### src/rtl/pipe_ctrl_pkg.sv
// Shared types and defaults for the pipeline hazard/stall controller.
// Latency: n/a (declarations only).
// Backpressure: n/a.
package pipe_ctrl_pkg;

    // Controller states: normal issue, waiting on data memory, frozen after timeout
    typedef enum logic [1:0] {
        RUN      = 2'd0,
        MEM_WAIT = 2'd1,
        HALT     = 2'd2
    } state_t;

    // Bit positions of the inter-stage buffers inside the internal enable/flush vectors
    localparam int BUF1     = 0;   // IF/ID
    localparam int BUF2     = 1;   // ID/EX
    localparam int BUF3     = 2;   // EX/MEM
    localparam int BUF4     = 3;   // MEM/WB
    localparam int NUM_BUFS = 4;

    // Parameter defaults for the top level
    localparam int MEM_TIMEOUT_DEF = 16;
    localparam int CNT_W_DEF       = 16;

endpackage

### src/rtl/hazard_detect.sv
// Load-use hazard compare between the load in EX and the sources of the ID instruction.
// Latency: purely combinational, same cycle.
// Backpressure: none; the result feeds the stall decision directly.
module hazard_detect
    import pipe_ctrl_pkg::*;
(
    input  logic [4:0] IdRs,
    input  logic [4:0] IdRt,
    input  logic       IdRtUsed,
    input  logic       ExMemRead,
    input  logic [4:0] ExRt,
    output logic       LuHazard
);

    logic rs_match;
    logic rt_match;

    // Register 0 is hardwired zero, so a load targeting it never creates a dependency
    assign rs_match = (ExRt == IdRs);
    assign rt_match = IdRtUsed && (ExRt == IdRt);
    assign LuHazard = ExMemRead && (ExRt != 5'd0) && (rs_match || rt_match);

endmodule

### src/rtl/pipe_hazard_ctrl.sv
// Pipeline hazard/stall controller: buffer enables, bubbles, PC write, perf counters.
// Latency: control outputs are Mealy (same cycle); state and counters update on clk.
// Backpressure: a not-ready data memory freezes Buf1-3 and the PC; timeout halts everything.
module pipe_hazard_ctrl
    import pipe_ctrl_pkg::*;
#(
    parameter int MEM_TIMEOUT = MEM_TIMEOUT_DEF,
    parameter int CNT_W       = CNT_W_DEF
) (
    input  logic             clk,
    input  logic             rst,
    input  logic [4:0]       IdRs,
    input  logic [4:0]       IdRt,
    input  logic             IdRtUsed,
    input  logic             ExMemRead,
    input  logic [4:0]       ExRt,
    input  logic             MemBrTaken,
    input  logic             MemReq,
    input  logic             MemReady,
    output logic             PcWrite,
    output logic             Buf1En,
    output logic             Buf2En,
    output logic             Buf3En,
    output logic             Buf4En,
    output logic             Buf1Flush,
    output logic             Buf2Flush,
    output logic             Buf3Flush,
    output logic             Buf4Flush,
    output logic [CNT_W-1:0] StallCycles,
    output logic [CNT_W-1:0] FlushCount,
    output logic             MemErr
);

    localparam int WAIT_W = $clog2(MEM_TIMEOUT + 1);
    localparam logic [WAIT_W-1:0] WAIT_LIMIT = WAIT_W'(MEM_TIMEOUT);

    state_t              state;
    state_t              state_nxt;
    logic [WAIT_W-1:0]   wait_cnt;
    logic [WAIT_W-1:0]   wait_nxt;
    logic [NUM_BUFS-1:0] buf_en;
    logic [NUM_BUFS-1:0] buf_flush;
    logic                pc_write;
    logic                stall_inc;
    logic                flush_inc;
    logic                err_set;
    logic                use_r1;
    logic                use_r2;
    logic                use_r3;
    logic                frozen;
    logic                lu_hazard;

    hazard_detect u_hazard_detect (
        .IdRs      (IdRs),
        .IdRt      (IdRt),
        .IdRtUsed  (IdRtUsed),
        .ExMemRead (ExMemRead),
        .ExRt      (ExRt),
        .LuHazard  (lu_hazard)
    );

    // Next-state, wait counter and Mealy control outputs from state and hazard inputs
    always_comb begin
        buf_en    = '1;
        buf_flush = '0;
        pc_write  = 1'b1;
        state_nxt = state;
        wait_nxt  = wait_cnt;
        stall_inc = 1'b0;
        flush_inc = 1'b0;
        err_set   = 1'b0;
        use_r1    = 1'b0;
        use_r2    = 1'b0;
        use_r3    = 1'b0;
        frozen    = 1'b0;

        case (state)
            RUN: begin
                // Memory wait outranks a branch even though both should never coincide
                if (MemReq && !MemReady) begin
                    use_r1    = 1'b1;
                    state_nxt = MEM_WAIT;
                    wait_nxt  = WAIT_W'(1);
                end else if (MemBrTaken) begin
                    use_r2 = 1'b1;
                end else if (lu_hazard) begin
                    use_r3 = 1'b1;
                end
            end
            MEM_WAIT: begin
                if (!MemReady) begin
                    use_r1 = 1'b1;
                    if (wait_cnt == WAIT_LIMIT) begin
                        state_nxt = HALT;
                        err_set   = 1'b1;
                    end else begin
                        wait_nxt = wait_cnt + WAIT_W'(1);
                    end
                end else begin
                    // Release cycle: the access retires, so only branch/load-use apply
                    state_nxt = RUN;
                    wait_nxt  = '0;
                    if (MemBrTaken) begin
                        use_r2 = 1'b1;
                    end else if (lu_hazard) begin
                        use_r3 = 1'b1;
                    end
                end
            end
            HALT: begin
                frozen = 1'b1;
            end
            default: begin
                state_nxt = RUN;
                wait_nxt  = '0;
            end
        endcase

        if (frozen) begin
            buf_en   = '0;
            pc_write = 1'b0;
        end else if (use_r1) begin
            // Hold IF..EX in place; MEM/WB takes a bubble so WB sees nothing twice
            pc_write        = 1'b0;
            buf_en          = '0;
            buf_en[BUF4]    = 1'b1;
            buf_flush[BUF4] = 1'b1;
            stall_inc       = 1'b1;
        end else if (use_r2) begin
            // Squash the three younger instructions; PC mux picks the target externally
            buf_flush[BUF1] = 1'b1;
            buf_flush[BUF2] = 1'b1;
            buf_flush[BUF3] = 1'b1;
            flush_inc       = 1'b1;
        end else if (use_r3) begin
            // Keep the dependent instruction in ID one cycle, bubble into EX
            pc_write        = 1'b0;
            buf_en[BUF1]    = 1'b0;
            buf_flush[BUF2] = 1'b1;
            stall_inc       = 1'b1;
        end

        // During reset every buffer loads a bubble and the PC holds
        if (rst) begin
            buf_en    = '1;
            buf_flush = '1;
            pc_write  = 1'b0;
        end
    end

    assign PcWrite   = pc_write;
    assign Buf1En    = buf_en[BUF1];
    assign Buf2En    = buf_en[BUF2];
    assign Buf3En    = buf_en[BUF3];
    assign Buf4En    = buf_en[BUF4];
    assign Buf1Flush = buf_flush[BUF1];
    assign Buf2Flush = buf_flush[BUF2];
    assign Buf3Flush = buf_flush[BUF3];
    assign Buf4Flush = buf_flush[BUF4];

    // State register, wait counter, sticky error flag and saturating perf counters
    always_ff @(posedge clk) begin
        if (rst) begin
            state       <= RUN;
            wait_cnt    <= '0;
            StallCycles <= '0;
            FlushCount  <= '0;
            MemErr      <= 1'b0;
        end else begin
            state    <= state_nxt;
            wait_cnt <= wait_nxt;
            if (err_set) begin
                MemErr <= 1'b1;
            end
            if (stall_inc && (StallCycles != '1)) begin
                StallCycles <= StallCycles + CNT_W'(1);
            end
            if (flush_inc && (FlushCount != '1)) begin
                FlushCount <= FlushCount + CNT_W'(1);
            end
        end
    end

endmodule

### config.mk
export PLATFORM = sky130hd
export DESIGN_NAME = pipe_hazard_ctrl
export DESIGN_NICKNAME = d
export VERILOG_FILES = /design/src/rtl/pipe_ctrl_pkg.sv /design/src/rtl/hazard_detect.sv /design/src/rtl/pipe_hazard_ctrl.sv
export SDC_FILE = /design/constraint.sdc
export NUM_CORES = 1
export LEC_CHECK = 0
export ABC_AREA = 1
export CAP_MARGIN = 20
export CORE_ASPECT_RATIO = 1.2
export CORE_MARGIN = 8
export CORE_UTILIZATION = 49
export CTS_CLUSTER_SIZE = 25
export DETAILED_ROUTE_END_ITERATION = 8
export GPL_ROUTABILITY_DRIVEN = 1
export PLACE_DENSITY = 0.8
export REMOVE_ABC_BUFFERS = 1
export SYNTH_ARGS = -nofsm -noshare
export SYNTH_HDL_FRONTEND = slang
export SYNTH_SLANG_ARGS = --single-unit
export TNS_END_PERCENT = 10
### constraint.sdc
create_clock -name clk -period 2.4 [get_ports clk]
set_clock_uncertainty 0.1 [all_clocks]
set_input_delay 0.6 -clock clk [delete_from_list [all_inputs] [get_ports clk]]
set_output_delay 0.6 -clock clk [all_outputs]
set_load 0.1 [all_outputs]
==> qor.csv <==
metric,value,unit
grt_antenna_before_repair,1,
p_leak,1.519,nW
cts_sinks,40,
finalHoldViolCount,0,
cap_viol_max_count,0,
reg2reg_depth,15,
drive_gt1_share,29.18,%
period_share,99.37,%
synthesis.area,2515,sq um
ys.flop_type,dfxtp_1,
fp.dieW,81.40,um
die_area,7691,sq um
drv_slew,0,
dpl.hpwl,5.217,mm
worstHoldStart,MemErr,
grt_pass1_vias,2727,
synth-seq-cells,40,
vias_per_cell,5.322,
max_freq,0.4193,GHz
crit_required,1.70,ns
peakVddDrop,0.2886,mV
dr_total_vias,2842,
rows,28,
worst_setup_path_start_kind,primary input,
ant_nets,0,
gp_congestion,0.8423,
clkLatencyLatePin,0.29,ns
r2r-start,state[0],
cts_buffer_depth,2,
ys_types,32,
setup_violations,0,
dp_slack,-0.4110,ns
cp_data_arrival_time,1.68,ns
grt_start_max_net_pins,22,
synth_area_leader_cell,dfxtp_1,
yosys_warnings,0,
grt-ovfl-total,0,
worstHoldPathType,reg2reg,
die_y,94.48,um
synth.avg_cell_area,6.498,sq um
synth_top_cell_area_share,31.84,%
worstMarginPinSlew,0.3903,ns
first_pass_iters,4,
numCtsBuffers,5,
io_buffers,63,
critPathLaunch,IdRt[2],
netlist_instances,387,
path_clk_slew,0.07,ns
synthTopCellsByArea,"dfxtp_1 (32%), nand2_1 (16%), inv_1 (6.7%), nand3_1 (6.6%), a21oi_1 (6.4%)",
routed_wl,7.095,mm
start_util,50.91,%
powerDensity,485.5,nW/um^2
cp_max_fo,3,
grt_pass1_wl,11.61,mm
fin_crit,2.385,ns
core,4940,sq um
syn2layout_area_growth,39.80,%
cp-end-kind,output port,
synth_edf_count,0,
drtIter0Drc,108,
grt_use_total,18.45,%
status,completed,
io_pins,64,
wl_per_cell,13.29,um
fin_hold_ws,0.3645,ns
yosys-top-cells-count,"nand2_1 (110), inv_1 (45), dfxtp_1 (40)",
synth.most_common_cell,nand2_1,
fin_nets,498,
hold_path_depth,2,
ys_seq_area_share,31.84,%
rsz0062_at_grt,yes,
synthArstFlopShare,0,%
relSlewSlack,73.78,%
clockRootBuffer,clkbuf_8,
cts_tree,yes,
crit_type,in2out,
utilization,71.18,%
fin_ws,0.01503,ns
htreeDepth,2,
drc,0,
[stage by stage]
stage	instances	cell area (sq um)	power, mW	setup TNS (ns)
2_1_floorplan	375	2440	1.001	-8.105
3_3_place_gp	514	3273	1.201	-3.325
3_5_place_dp	514	3273	1.208	-4.712
4_1_cts	530	3471	1.703	-0.01759
5_1_grt	534	3516	1.773	-0.04233
6_report	534	3516	1.707	0
[state kept, by name, indices dropped and copies added, names as in the netlist]
signal and cells:
MemErr 1, state 2, StallCycles 16, FlushCount 16, wait_cnt 5
[metal layers]
metal	GRT usage, %	vias to the layer above	share of wire, %	routed length (um)
met2	32.56	92	51	3600
met3	3.897	14	5.9	417
met4	8.806	0	2.6	186
li1	-	1405	-	-
met1	20.30	1331	41	2890
met5	0	-	0	0
[worst paths after layout]
path,to,slack [ns]
worst max-delay path,PcWrite,0.02
worst min-delay path,MemErr,0.36
worst max register to register,StallCycles[15],0.16
worst min register to register,MemErr,0.36
[layout by cell type (no fill, tap or decap), types with 3 or more instances in the layout]
master / instances
a21oi_1: 32
buf_12: 10
buf_2: 8
buf_4: 57
buf_6: 5
clkbuf_2: 5
clkbuf_8: 6
dfxtp_1: 38
dlygate4sd2_1: 3
ha_1: 4
inv_1: 36
inv_2: 10
nand2_1: 101
nand2_2: 12
nand3_1: 32
nand4_1: 6
nor2_1: 31
nor2_4: 3
nor3_1: 11
nor3_2: 3
o21ai_0: 12
xnor2_1: 9
xor2_1: 11
[power by group]
group	internal (mW)	total, mW	switching [mW]
clock	0.229	0.460	0.231
sequential	0.676	0.696	0.0198
combinational	0.196	0.551	0.355
[cell families (layout without fill, tap and decap cells)]
family | Yosys count | count (layout) | synth area share [%]
DFF | 40 | 40 | 31.84
and+or+nand+nor | 211 | 211 | 38.06
other | 0 | 1 | 0
xor gates and xnor gates | 20 | 20 | 6.965
buffers and inverters | 61 | 147 | 10.30
adders and majority gates | 4 | 4 | 1.990
AOI/OAI and AO/OA | 51 | 51 | 10.85
[worst max-delay path: stages]
cell and delay [ns]:
clkbuf_2 0.10, inv_1 0.06, nand2_1 0.06, nand2_1 0.09, nor2_1 0.06, nand3_1 0.06, nand2_1 0.07, nand2_2 0.10
nand2_4 0.08, nor3_4 0.20, buf_12 0.20
[layout make-up]
| cell class | instances | area [sq um] |
|---|---|---|
| multi-input cells | 286 | 1549 |
| fillers | 405 | 1424 |
| flip-flops and latches | 40 | 808.3 |
| repair buffers | 90 | 795.8 |
| inverters | 49 | 192.7 |
| clock buffers | 6 | 82.58 |
| well taps | 60 | 75.07 |
| clock inverters | 2 | 10.01 |
| diodes | 1 | 2.502 |
[what timing repair did]
item / CTS / global route
endpoints found under the setup margin: 9 / 19
buffers inserted: 10 / 3
resized for setup: 85 / 23
pin swaps: 25 / 22
hold buffers: 0 / 0
No activity file was read; power rests on OpenSTA's default activity.
